--- src/rtl/pe_stripes_seq_ctrl_pkg.sv ---
// Shared types and width helpers for the PE_stripes sequencer
// and the PE_stripes datapath wrappers.
package pe_stripes_seq_ctrl_pkg;

   typedef enum logic [1:0] {
      ST_IDLE = 2'd0,
      ST_RUN  = 2'd1,
      ST_DONE = 2'd2
   } state_e;

   function automatic int calc_out_width(input int w, input int n, input int mp);
      return w + $clog2(n) + mp;
   endfunction

   function automatic int calc_pw(input int mp);
      return $clog2(mp + 1);
   endfunction

endpackage

--- src/rtl/pe_stripes_seq_ctrl_slicer.sv ---
// N-lane bit picker: bit idx_i of every MP-bit lane.
module pe_stripes_seq_ctrl_slicer #(
   parameter int N  = 4,
   parameter int MP = 16,
   parameter int PW = 5
) (
   input  logic [N*MP-1:0] vec_i,
   input  logic [PW-1:0]   idx_i,
   output logic [N-1:0]    bits_o
);

   always_comb begin
      bits_o = '0;
      for (int i = 0; i < N; i++) begin
         for (int j = 0; j < MP; j++) begin
            if (idx_i == PW'(j)) bits_o[i] = vec_i[i*MP+j];
         end
      end
   end

endmodule

--- src/rtl/pe_stripes_seq_ctrl.sv ---
// Job sequencer for one bit-serial PE_stripes instance:
// serialises A MSB-first and returns the PE result.
module pe_stripes_seq_ctrl
   import pe_stripes_seq_ctrl_pkg::*;
#(
   parameter  int N         = 4,
   parameter  int W         = 16,
   parameter  int MP        = 16,
   localparam int OUT_WIDTH = calc_out_width(W, N, MP),
   localparam int PW        = calc_pw(MP)
) (
   input  logic                 clk,
   input  logic                 rst_n,
   input  logic                 s_valid,
   output logic                 s_ready,
   input  logic [N*MP-1:0]      s_vec_a,
   input  logic [N*W-1:0]       s_vec_b,
   input  logic [OUT_WIDTH-1:0] s_init_sum,
   input  logic [PW-1:0]        s_prec,
   output logic                 o_pe_valid,
   output logic                 o_pe_is_msb,
   output logic                 o_pe_is_lsb,
   output logic [N-1:0]         o_pe_a_bits,
   output logic [N*W-1:0]       o_pe_vec_b,
   output logic [OUT_WIDTH-1:0] o_pe_init_sum,
   input  logic [OUT_WIDTH-1:0] i_pe_dot_product,
   output logic                 m_valid,
   input  logic                 m_ready,
   output logic [OUT_WIDTH-1:0] m_result,
   output logic                 o_busy
);

   localparam logic [PW-1:0] MP_P = PW'(MP);
   localparam logic [PW-1:0] ONE  = PW'(1);

   state_e                 state_q;
   logic [N*MP-1:0]        a_q;
   logic [N*W-1:0]         b_q;
   logic [OUT_WIDTH-1:0]   init_q;
   logic [OUT_WIDTH-1:0]   result_q;
   logic [PW-1:0]          k_q;
   logic                   pe_valid_q;
   logic                   msb_q;
   logic                   lsb_q;
   logic [N-1:0]           a_bits_q;

   logic [PW-1:0]          p_eff_d;
   logic [N*MP-1:0]        slice_vec_d;
   logic [PW-1:0]          slice_idx_d;
   logic [N-1:0]           slice_bits_d;

   // Precision 0 or beyond MP means full width.
   always_comb begin
      p_eff_d = s_prec;
      if (s_prec == '0 || s_prec > MP_P) p_eff_d = MP_P;
   end

   // Slice ahead of time so the PE bits come straight from a register.
   always_comb begin
      slice_vec_d = a_q;
      slice_idx_d = k_q - ONE;
      if (state_q == ST_IDLE) begin
         slice_vec_d = s_vec_a;
         slice_idx_d = p_eff_d - ONE;
      end
   end

   pe_stripes_seq_ctrl_slicer #(
      .N  (N),
      .MP (MP),
      .PW (PW)
   ) u_slicer (
      .vec_i  (slice_vec_d),
      .idx_i  (slice_idx_d),
      .bits_o (slice_bits_d)
   );

   always_ff @(posedge clk or negedge rst_n) begin
      if (!rst_n) begin
         state_q    <= ST_IDLE;
         a_q        <= '0;
         b_q        <= '0;
         init_q     <= '0;
         result_q   <= '0;
         k_q        <= '0;
         pe_valid_q <= 1'b0;
         msb_q      <= 1'b0;
         lsb_q      <= 1'b0;
         a_bits_q   <= '0;
      end else begin
         unique case (state_q)
            ST_IDLE: begin
               if (s_valid) begin
                  a_q        <= s_vec_a;
                  b_q        <= s_vec_b;
                  init_q     <= s_init_sum;
                  k_q        <= p_eff_d - ONE;
                  pe_valid_q <= 1'b1;
                  msb_q      <= 1'b1;
                  lsb_q      <= (p_eff_d == ONE);
                  a_bits_q   <= slice_bits_d;
                  state_q    <= ST_RUN;
               end
            end
            ST_RUN: begin
               if (lsb_q) begin
                  result_q   <= i_pe_dot_product;
                  pe_valid_q <= 1'b0;
                  msb_q      <= 1'b0;
                  lsb_q      <= 1'b0;
                  a_bits_q   <= '0;
                  state_q    <= ST_DONE;
               end else begin
                  k_q      <= k_q - ONE;
                  a_bits_q <= slice_bits_d;
                  msb_q    <= 1'b0;
                  lsb_q    <= (k_q == ONE);
               end
            end
            ST_DONE: begin
               if (m_ready) state_q <= ST_IDLE;
            end
            default: state_q <= ST_IDLE;
         endcase
      end
   end

   assign s_ready       = (state_q == ST_IDLE);
   assign m_valid       = (state_q == ST_DONE);
   assign o_busy        = (state_q != ST_IDLE);
   assign m_result      = result_q;
   assign o_pe_valid    = pe_valid_q;
   assign o_pe_is_msb   = msb_q;
   assign o_pe_is_lsb   = lsb_q;
   assign o_pe_a_bits   = a_bits_q;
   assign o_pe_vec_b    = b_q;
   assign o_pe_init_sum = init_q;

endmodule

--- config.mk ---
export PLATFORM = sky130hd
export DESIGN_NAME = pe_stripes_seq_ctrl
export DESIGN_NICKNAME = d
export VERILOG_FILES = /design/src/rtl/pe_stripes_seq_ctrl_pkg.sv /design/src/rtl/pe_stripes_seq_ctrl_slicer.sv /design/src/rtl/pe_stripes_seq_ctrl.sv
export SDC_FILE = /design/constraint.sdc
export NUM_CORES = 1
export LEC_CHECK = 0
export CORE_MARGIN = 2
export CORE_UTILIZATION = 47
export CTS_BUF_LIST = sky130_fd_sc_hd__clkbuf_2 sky130_fd_sc_hd__clkbuf_4 sky130_fd_sc_hd__clkbuf_8
export DETAILED_ROUTE_END_ITERATION = 10
export GPL_ROUTABILITY_DRIVEN = 0
export MAX_ROUTING_LAYER = met4
export PLACE_DENSITY = 0.83
export SLEW_MARGIN = 20
export SYNTH_ARGS = -nofsm -noshare
export SYNTH_HDL_FRONTEND = slang
export SYNTH_SLANG_ARGS = --single-unit
--- constraint.sdc ---
create_clock -name clk -period 3.9 [get_ports clk]
set_clock_uncertainty 0.2 [all_clocks]
set_input_delay 0.78 -clock clk [delete_from_list [all_inputs] [get_ports clk]]
set_output_delay 0.78 -clock clk [all_outputs]
set_load 0.02 [all_outputs]
# Word-level counts from Yosys, hierarchy flattened
# Index checks and enable logic that the tools add are counted.
[classes]
addsub = 2
mul = 0
n_div = 0
magnitude_cmp = 1
eq_ne = 23
n_shift = 0
n_mux = 84
bitwise = 0
n_reduce_logical = 12
[op_table]
columns = ["op", "count"]
rows = [
  ["two-way mux 1 bit", 68],
  ["two-way mux 64 bit", 1],
  ["equality test 5 x 4 -> 1 bit, second input constant", 8],
  ["equality test 5 x 3 -> 1 bit, second input constant", 4],
  ["two-way mux 5 bit", 4],
  ["equality test 5 x 1 -> 1 bit, second input constant", 3],
  ["equality test 5 x 2 -> 1 bit, second input constant", 2],
  ["zero test 5 bit", 2],
  ["one-hot mux 5 bit (2 select lines)", 1],
  ["subtractor 5 x 1 -> 5 bit, second input constant", 2],
  ["AND reduction 3 bit", 3],
  ["two-way mux 4 bit", 2],
  ["one-hot mux 4 bit (2 select lines)", 1],
  ["two-way mux 2 bit", 3],
  ["!= test 2 bit, second input constant", 3],
  ["one-hot mux 1 bit (2 select lines)", 3],
  ["one-hot mux 2 bit (3 select lines)", 1],
  ["AND reduction 2 bit", 3],
  ["greater-than comparator 5 bit, second input constant", 1],
  ["nonzero test 2 bit", 2],
  ["equality test 2 x 1 -> 1 bit, second input constant", 1],
  ["equality test 2 bit, second input constant", 1],
  ["zero test 2 bit", 1],
  ["!= test 2 x 1 -> 1 bit, second input constant", 1],
  ["logical OR 1 bit", 1],
]
[word_totals]
regBits = 210
latch_bits = 0
ram_bits = 0
rom_bits = 0
output_inout_bits = 142
word_cells = 132
mem_count = 0

# Depth between registers and ports, before layout
# Gate-level depths: netlist of run 1.
[logic_depth]
word_depth = 24
mapped_depth = 13

# By module
# A second synthesis of run 1 with hierarchy kept.
[hier_totals]
cells_unflattened = 1182
area_unflattened_um2 = 9828.2
[by_module_without_submodules]
columns = ["module", "n_inst", "cells_per_inst", "area_each_um2", "seq_area_each_um2"]
rows = [
  ["pe_stripes_seq_ctrl", 1, 1059, 9013.6, 5255.0],
  ["pe_stripes_seq_ctrl_slicer", 1, 123, 814.5, 0.0],
]

# Worst setup path after synthesis of run 1
# No wires, ideal clock.
[synth_path]
path_type = "input port to flip-flop"
start = "input port s_prec[0]"
end = "register a_bits_q[0], in the netlist o_pe_a_bits[0]"
setup_time_ps = 128
arrival_ps = 3718
t_required_ps = 3572
path_slack_ps = -146
cell_stages = 11
cell_sequence = "or4_4 ha_1 nor2b_1 clkbuf_1 ha_1 o32a_1 buf_2 o32ai_1 a21boi_0 a221oi_1 o21ai_1"
[synth_between]
elab_chain_len = 24
elab_cells_between_ends = 41
cone_classes = "add/sub (1); order compare (1); eq/ne (15); mux (21); reduce/logical (3)"
[synth_lines]
columns = ["item", "line", "rtl"]
rows = [
  ["start: declaration", "pe_stripes_seq_ctrl.sv:19", "input logic [PW-1:0] s_prec,"],
  ["greater-than comparator 5 bit or zero test 5 bit (tied branches)", "pe_stripes_seq_ctrl.sv:55", "if (s_prec == '0 || s_prec > MP_P) p_eff_d = MP_P;"],
  ["logical OR 1 bit", "pe_stripes_seq_ctrl.sv:55", ""],
  ["two-way mux 5 bit *", "pe_stripes_seq_ctrl.sv:55", ""],
  ["subtractor 5 x 1 -> 5 bit *", "pe_stripes_seq_ctrl.sv:64", "slice_idx_d = p_eff_d - ONE;"],
  ["two-way mux 5 bit *", "pe_stripes_seq_ctrl.sv:62", "if (state_q == ST_IDLE) begin"],
  ["zero test 5 bit", "pe_stripes_seq_ctrl_slicer.sv:16", "if (idx_i == PW'(j)) bits_o[i] = vec_i[i*MP+j];"],
  ["two-way mux 1 bit (15 in a row)", "pe_stripes_seq_ctrl_slicer.sv:16", ""],
  ["two-way mux 1 bit *", "pe_stripes_seq_ctrl_slicer.sv:16", ""],
  ["two-way mux 4 bit (on tied branches)", "pe_stripes_seq_ctrl.sv:106, pe_stripes_seq_ctrl.sv:93", ""],
  ["one-hot mux 4 bit (2 select lines) *", "pe_stripes_seq_ctrl.sv:91", "unique case (state_q)"],
  ["end signal: assignment", "pe_stripes_seq_ctrl.sv:101", "a_bits_q <= slice_bits_d;"],
  ["end signal: assignment", "pe_stripes_seq_ctrl.sv:115", "a_bits_q <= slice_bits_d;"],
  ["end: declaration", "pe_stripes_seq_ctrl.sv:45", "logic [N-1:0] a_bits_q;"],
]
# Mark *: on every way between the ends. The rest lies on a longest branch, timed or not. The select of a mux whose other input is x is not followed.
# A chain may end at the register's enable or synchronous reset.

# Worst setup path after layout of run 1
# Same ends and word-level chain as after synthesis.

==> flow_summary.toml, run 1 <==
[min_path]
hp-class = "in -> async"

[layout]
final_common_cell = "nand2_1"
regArea_um2 = 5260
final_cell_area_um2 = 14600
layout_common_cells = "571 x nand2_1, 345 x clkdlybuf4s50_1, 210 x dfrtp_1"
multiInputGateArea_um2 = 4300
drive_gt1_share_pct = 12.5
final_util_pct = 72.1
fillers = 1507
nNetsFinal = 1690
area.growth.synth_to_final_pct = 50.6

[clocking]
cts_buffers = 37
cts_tree = "yes"
ctsHoldBuffers = 0
cts_sinks = 210
clk_path_buf_depth = 3
clock-root-buffer = "clkbuf_8"
cts_max_level = 2
clkTransAtPathRegs_ns = 0.06
clk_latency_ns = 0.52

[route]
drt-initial-drc-count = 659
routed_wl_mm = 29.5
num_vias = 9205
wire_per_inst_um = 16.6
ant_nets = 0
vias_per_cell = 5.17
drt-pass1-iter-count = 5
drc_errors = 0

[setup_path]
crit_path_start_kind = "input pin"
cp-end-kind = "flip-flop"
reg2reg_to = "o_pe_a_bits[0]"
reg2reg_depth = 9
critical_path_class = "in -> reg"
worstPathMaxFanout = 8
required_ns = 4.07
r2r-start = "k_q[1]"
cp.arrival_ns = 4.05
ff2ff_setup_slack_ns = 0.69

[logic_synthesis]
avgSynthCellArea_um2 = 8.72
synth_nets = 1321
seq_area_frac_synth_pct = 54.2
yosysTopAreaCell = "dfrtp_1"
yosysWarnings = 0
synth_area_um2 = 9690
ys_types = 66
synthArstFlopShare_pct = 100
ys.flop_type = "dfrtp_1"
synth-edff-count = 0
synth_seq_cells = 210
synth_top_area_share_pct = 54.2
synth_cells = 1111
synth_area_leaders = "dfrtp_1 54%, nand2_1 22%, mux2_2 4.3%, mux2i_1 2.1%, buf_2 1.4%"

[timing]
slew-limit-headroom_pct = 47.6
final_max_slew_viol_count = 0
max_freq_mhz = 258
report.final.setup_viol = 0
finalCritPeriodShare_pct = 99.5
tightest_slew_ns = 0.786
hold_violations = 0
rsz0062_at_grt = "false"
period_minus_slack_ns = 3.88

[grt]
grt_max_degree = 135
grt_first_pass_wirelength_mm = 47.4
grt_usage_pct = 27.6
grt_pass1_vias = 9494
antenna_found_initial = 2
grt-ovfl-total = 0

[placed_design]
place_area_um2 = 13600
hpwlAfterDp_mm = 20.6
port_buffers = 346

[die]
core_um2 = 20200
ioPinCount = 347
die_x_um = 148
start_util_pct = 47.9
std_cell_rows = 52
die_y_um = 148
die_area_um2 = 21800

[power]
peakVddDrop_v = 0.000451
cellLeakagePower_uw = 0.00689
pwr_density_cell_nw_per_um2 = 849

[job]
drv_cap = 0

[outcome]
status = "completed"
## worst max-delay path, cell delays in order
cell             delay (ns)
clkdlybuf4s50_1        0.43
or4_4                  0.57
ha_4                   0.31
nand2b_4               0.13
ha_2                   0.18
nor2b_2                0.14
a221oi_2               0.06
buf_4                  0.16
o32a_4                 0.43
o32ai_1                0.28
a21boi_1               0.11
a221oi_2               0.34
o21ai_1                0.12
## area by class of cell
class | count | area share (%)
flip-flops and latches | 210 | 36.0
clock buffers | 62 | 5.20
diodes | 2 | 0.0343
clock inverters | 6 | 0.223
well taps | 270 | 2.31
multi-input cells | 828 | 29.5
repair buffers | 393 | 26.5
inverters | 10 | 0.257
## how the worst max path moves through the flow
stage	start	endpoint	slack [ns]	depth (start not counted)
detailed placement	s_prec[0]	o_pe_a_bits[0]	-0.74	14
CTS	s_prec[0]	o_pe_a_bits[3]	0.002	13
floorplan	s_prec[0]	o_pe_a_bits[1]	0.001	12
global route	s_prec[0]	o_pe_a_bits[0]	0.001	15
finish	s_prec[0]	o_pe_a_bits[0]	0.02	13
global placement	s_prec[0]	o_pe_a_bits[0]	-0.58	14
## cell families (layout without fill, tap and decap cells)
kind of cell / count (synthesis) / after routing / share of synthesized area (%)
adder cells (fa/ha/maj): 5 / 5 / 0.646
AND/OR/NAND/NOR: 640 / 640 / 26.2
buffers and inverters: 73 / 471 / 3.19
multiplexers: 58 / 58 / 6.60
XOR/XNOR: 3 / 3 / 0.271
flip-flops: 210 / 210 / 54.2
other: 0 / 2 / 0
AO/OA/AOI/OAI: 122 / 122 / 8.83
## flip-flops by register name, indices dropped and copies added (netlist names)
name / count
a_q: 64
k_q: 5
m_result: 34
o_pe_a_bits: 4
o_pe_init_sum: 34
o_pe_is_lsb: 1
o_pe_is_msb: 1
o_pe_valid: 1
o_pe_vec_b: 64
state_q: 2
## metal layers
metal	global-route usage (%)	share of wire (%)	wire length (um)
met1	32.6	39	11600
met2	44.6	49	14500
met3	8.12	8.2	2410
met4	10.8	3.6	1070
met5	-	0	0
## cell usage after synthesis (2+ instances only)
master / count
a211oi_1: 6
nor2b_1: 10
buf_2: 28
or2_2: 2
nor3_1: 3
mux2i_1: 20
nand2b_1: 3
nand3_1: 15
o221ai_1: 3
dfrtp_1: 210
xnor2_1: 2
nor2_1: 18
a311oi_1: 4
a2bb2oi_1: 2
o21ai_1: 5
ha_1: 5
clkbuf_1: 34
a21boi_0: 2
o2111ai_1: 3
nand2_1: 572
a22oi_1: 4
a31oi_1: 14
a221oi_1: 2
a32oi_1: 6
o211ai_1: 4
inv_1: 8
o22ai_1: 5
inv_2: 2
a21oi_1: 19
nand4_1: 2
nor4_1: 3
o21ai_0: 22
o21bai_1: 2
mux2_2: 37
o32ai_1: 3
## what timing repair did
| action | 4_1_cts | 5_1_grt |
|---|---|---|
| buffers inserted | 1 | 0 |
| setup endpoints to repair | 4 | 4 |
| pin swaps | 4 | 4 |
| gates resized for setup | 6 | 18 |
## where the power goes
part           switching (uW)  total (uW)  internal, uW
clock network             900        2130          1230
registers                 586        3820          3230
logic                    3590        6440          2850
## stage by stage
| stage | power (uW) | setup TNS (ns) | hold slack (ns) | setup slack [ns] | std cells |
|---|---|---|---|---|---|
| 4_1_cts | 12300 | 0 | 0.0788 | 0.00226 | 1779 |
| 6_report | 12400 | 0 | 0.0749 | 0.0206 | 1781 |
| 5_1_grt | 13200 | 0 | 0.111 | 0.00146 | 1781 |
| 3_5_place_dp | 10100 | -2.50 | 0.254 | -0.735 | 1710 |
| 3_3_place_gp | 9930 | -2.14 | 0.250 | -0.575 | 1710 |
| 2_1_floorplan | 7360 | 0 | 0.238 | 0.00105 | 1111 |
(Power assumes the default switching activity.)
==> run 2, diff against run 1 <==
Settings changed: CORE_ASPECT_RATIO set to 0.9.
==> run 2 against run 1 <==
Final area is 1.1% higher. Maximum frequency is 0.71% higher. Core utilization is 1.2 points higher. Sequential power hardly changed. Non-clock buffer count is 10 higher. Clock power is 6% higher. Hold slack worse by 0.014 ns. Sequential share of layout area is 0.39 points lower. Worst setup slack better by 0.028 ns. Routed wire length is 5.6% higher. Cell count is 0.22% lower. Critical path type unchanged. Largest cell class unchanged. Highest routed layer unchanged.
==> flow_summary.toml, run 2 (synthesis gave the netlist of run 1 again) <==
[outcome]
status = "completed"

[power]
peakVddDrop_v = 0.000627
pwr_density_cell_nw_per_um2 = 860
finalPower_uw = 12700
cellLeakagePower_uw = 0.00699

[timing]
hold_violations = 0
worst_slack_ns = 0.0481
final_max_slew_viol_count = 0
finalCritPeriodShare_pct = 98.8
max_freq_mhz = 260
slew-limit-headroom_pct = 41.5
period_minus_slack_ns = 3.85
tightest_slew_ns = 0.877
report.final.setup_viol = 0

[layout]
final_cell_area_um2 = 14800
area.growth.synth_to_final_pct = 52.3
nNetsFinal = 1700
fin_cells = 1777
final_common_cell = "nand2_1"
drive_gt1_share_pct = 12.9
layout_common_cells = "571 x nand2_1, 344 x clkdlybuf4s50_1, 210 x dfrtp_1"
final_util_pct = 73.4

[setup_path]
worst_path_dominant_cell_family = "compound AO/OA/AOI/OAI gates"
cp-end-kind = "flip-flop"
critical_path_class = "in -> reg"
worstPathMaxFanout = 5
required_ns = 4.11
cp_slowest_cell = "or4_4"
crit_chain = "clkdlybuf4s50_1 > or4_4 > ha_4 > nand2b_4 > ha_4 > nor2b_4 > a221oi_4 > buf_6 > o32a_1 > buf_6 > o32ai_2 > a21boi_1 > a221oi_2 > o21ai_1"
cp_slowest_stage_delay_ns = 0.57
crit_path_start_kind = "input pin"
crit_buf_inv = 3
cp.arrival_ns = 4.06

[placed_design]
port_buffers = 346
dp_cells = 1702
pre_cts_ws_ns = -0.851
place_area_um2 = 13700
hpwlAfterDp_mm = 21.4

[grt]
grt-ovfl-total = 0
antenna_found_initial = 6
grt_max_degree = 165
grt_first_pass_wirelength_mm = 49.2
grt_usage_pct = 29.3
grt_pass1_vias = 9554

[die]
ioPinCount = 347
core_um2 = 20100
std_cell_rows = 49
die_y_um = 140
die_area_um2 = 21800
die_x_um = 155
start_util_pct = 48.2

[route]
num_vias = 9381
drt-pass1-iter-count = 5
vias_per_cell = 5.28
ant_nets = 0
wire_per_inst_um = 17.6
drc_errors = 0
drt-initial-drc-count = 663
routed_wl_mm = 31.2

[min_path]
hp-class = "in -> async"

[clocking]
clk_path_buf_depth = 3
cts_tree = "yes"
cts_sinks = 210
clkTransAtPathRegs_ns = 0.06
cts_max_level = 2
clock-root-buffer = "clkbuf_8"
cts_buffers = 37
clk_latency_ns = 0.53

[job]
drv_cap = 0
[run 2: layer usage]
metal / global-route usage (%) / routed length [um] / vias to the layer above
met5: - / 0 / -
met3: 8.88 / 2800 / 99
li1: - / - / 4404
met4: 12.5 / 1320 / 0
met1: 34.3 / 11700 / 4456
met2: 47.0 / 15300 / 422
[run 2: area by class of cell]
class | instances | area (um^2)
fillers | 1412 | 5350
flip-flops and latches | 210 | 5260
multi-input cells | 828 | 4330
repair buffers | 403 | 3970
clock buffers | 62 | 778
well taps | 255 | 319
clock inverters | 3 | 50.0
inverters | 10 | 37.5
diodes | 6 | 15.0
[run 2: final timing paths]
check | startpoint | end | slack [ns] | depth (start not counted)
setup / recovery | s_prec[3] | o_pe_a_bits[0] | 0.05 | 14
hold / removal | rst_n | a_q[49] | 0.06 | 1
setup reg to reg | k_q[1] | o_pe_a_bits[0] | 0.75 | 10
hold reg to reg | a_q[26] | a_q[26] | 0.27 | 2
max in group asynchronous | rst_n | o_pe_vec_b[21] | 2.60 | 2
min in group clk | a_q[26] | a_q[26] | 0.27 | 2
[run 2: per-stage QoR]
stage | hold slack (ns) | setup TNS [ns]
5_1_grt | 0.119 | -0.0661
6_report | 0.0605 | 0
3_5_place_dp | 0.260 | -3.10
4_1_cts | 0.100 | 0
3_3_place_gp | 0.250 | -2.48
2_1_floorplan | 0.238 | 0
[run 2: what timing repair did]
| action | CTS | global route |
|---|---|---|
| hold endpoints to repair | 0 | 0 |
| pin swaps | 2 | 15 |
| setup endpoints to repair | 4 | 4 |
| buffers inserted | 0 | 4 |
| resized for setup | 11 | 24 |
| hold buffers | 0 | 0 |
[run 2: report_power, final]
group          internal (uW)  switching [uW]  total (uW)
Sequential              3230             601        3830
Combinational           2930            3680        6610
Clock                   1330             928        2250
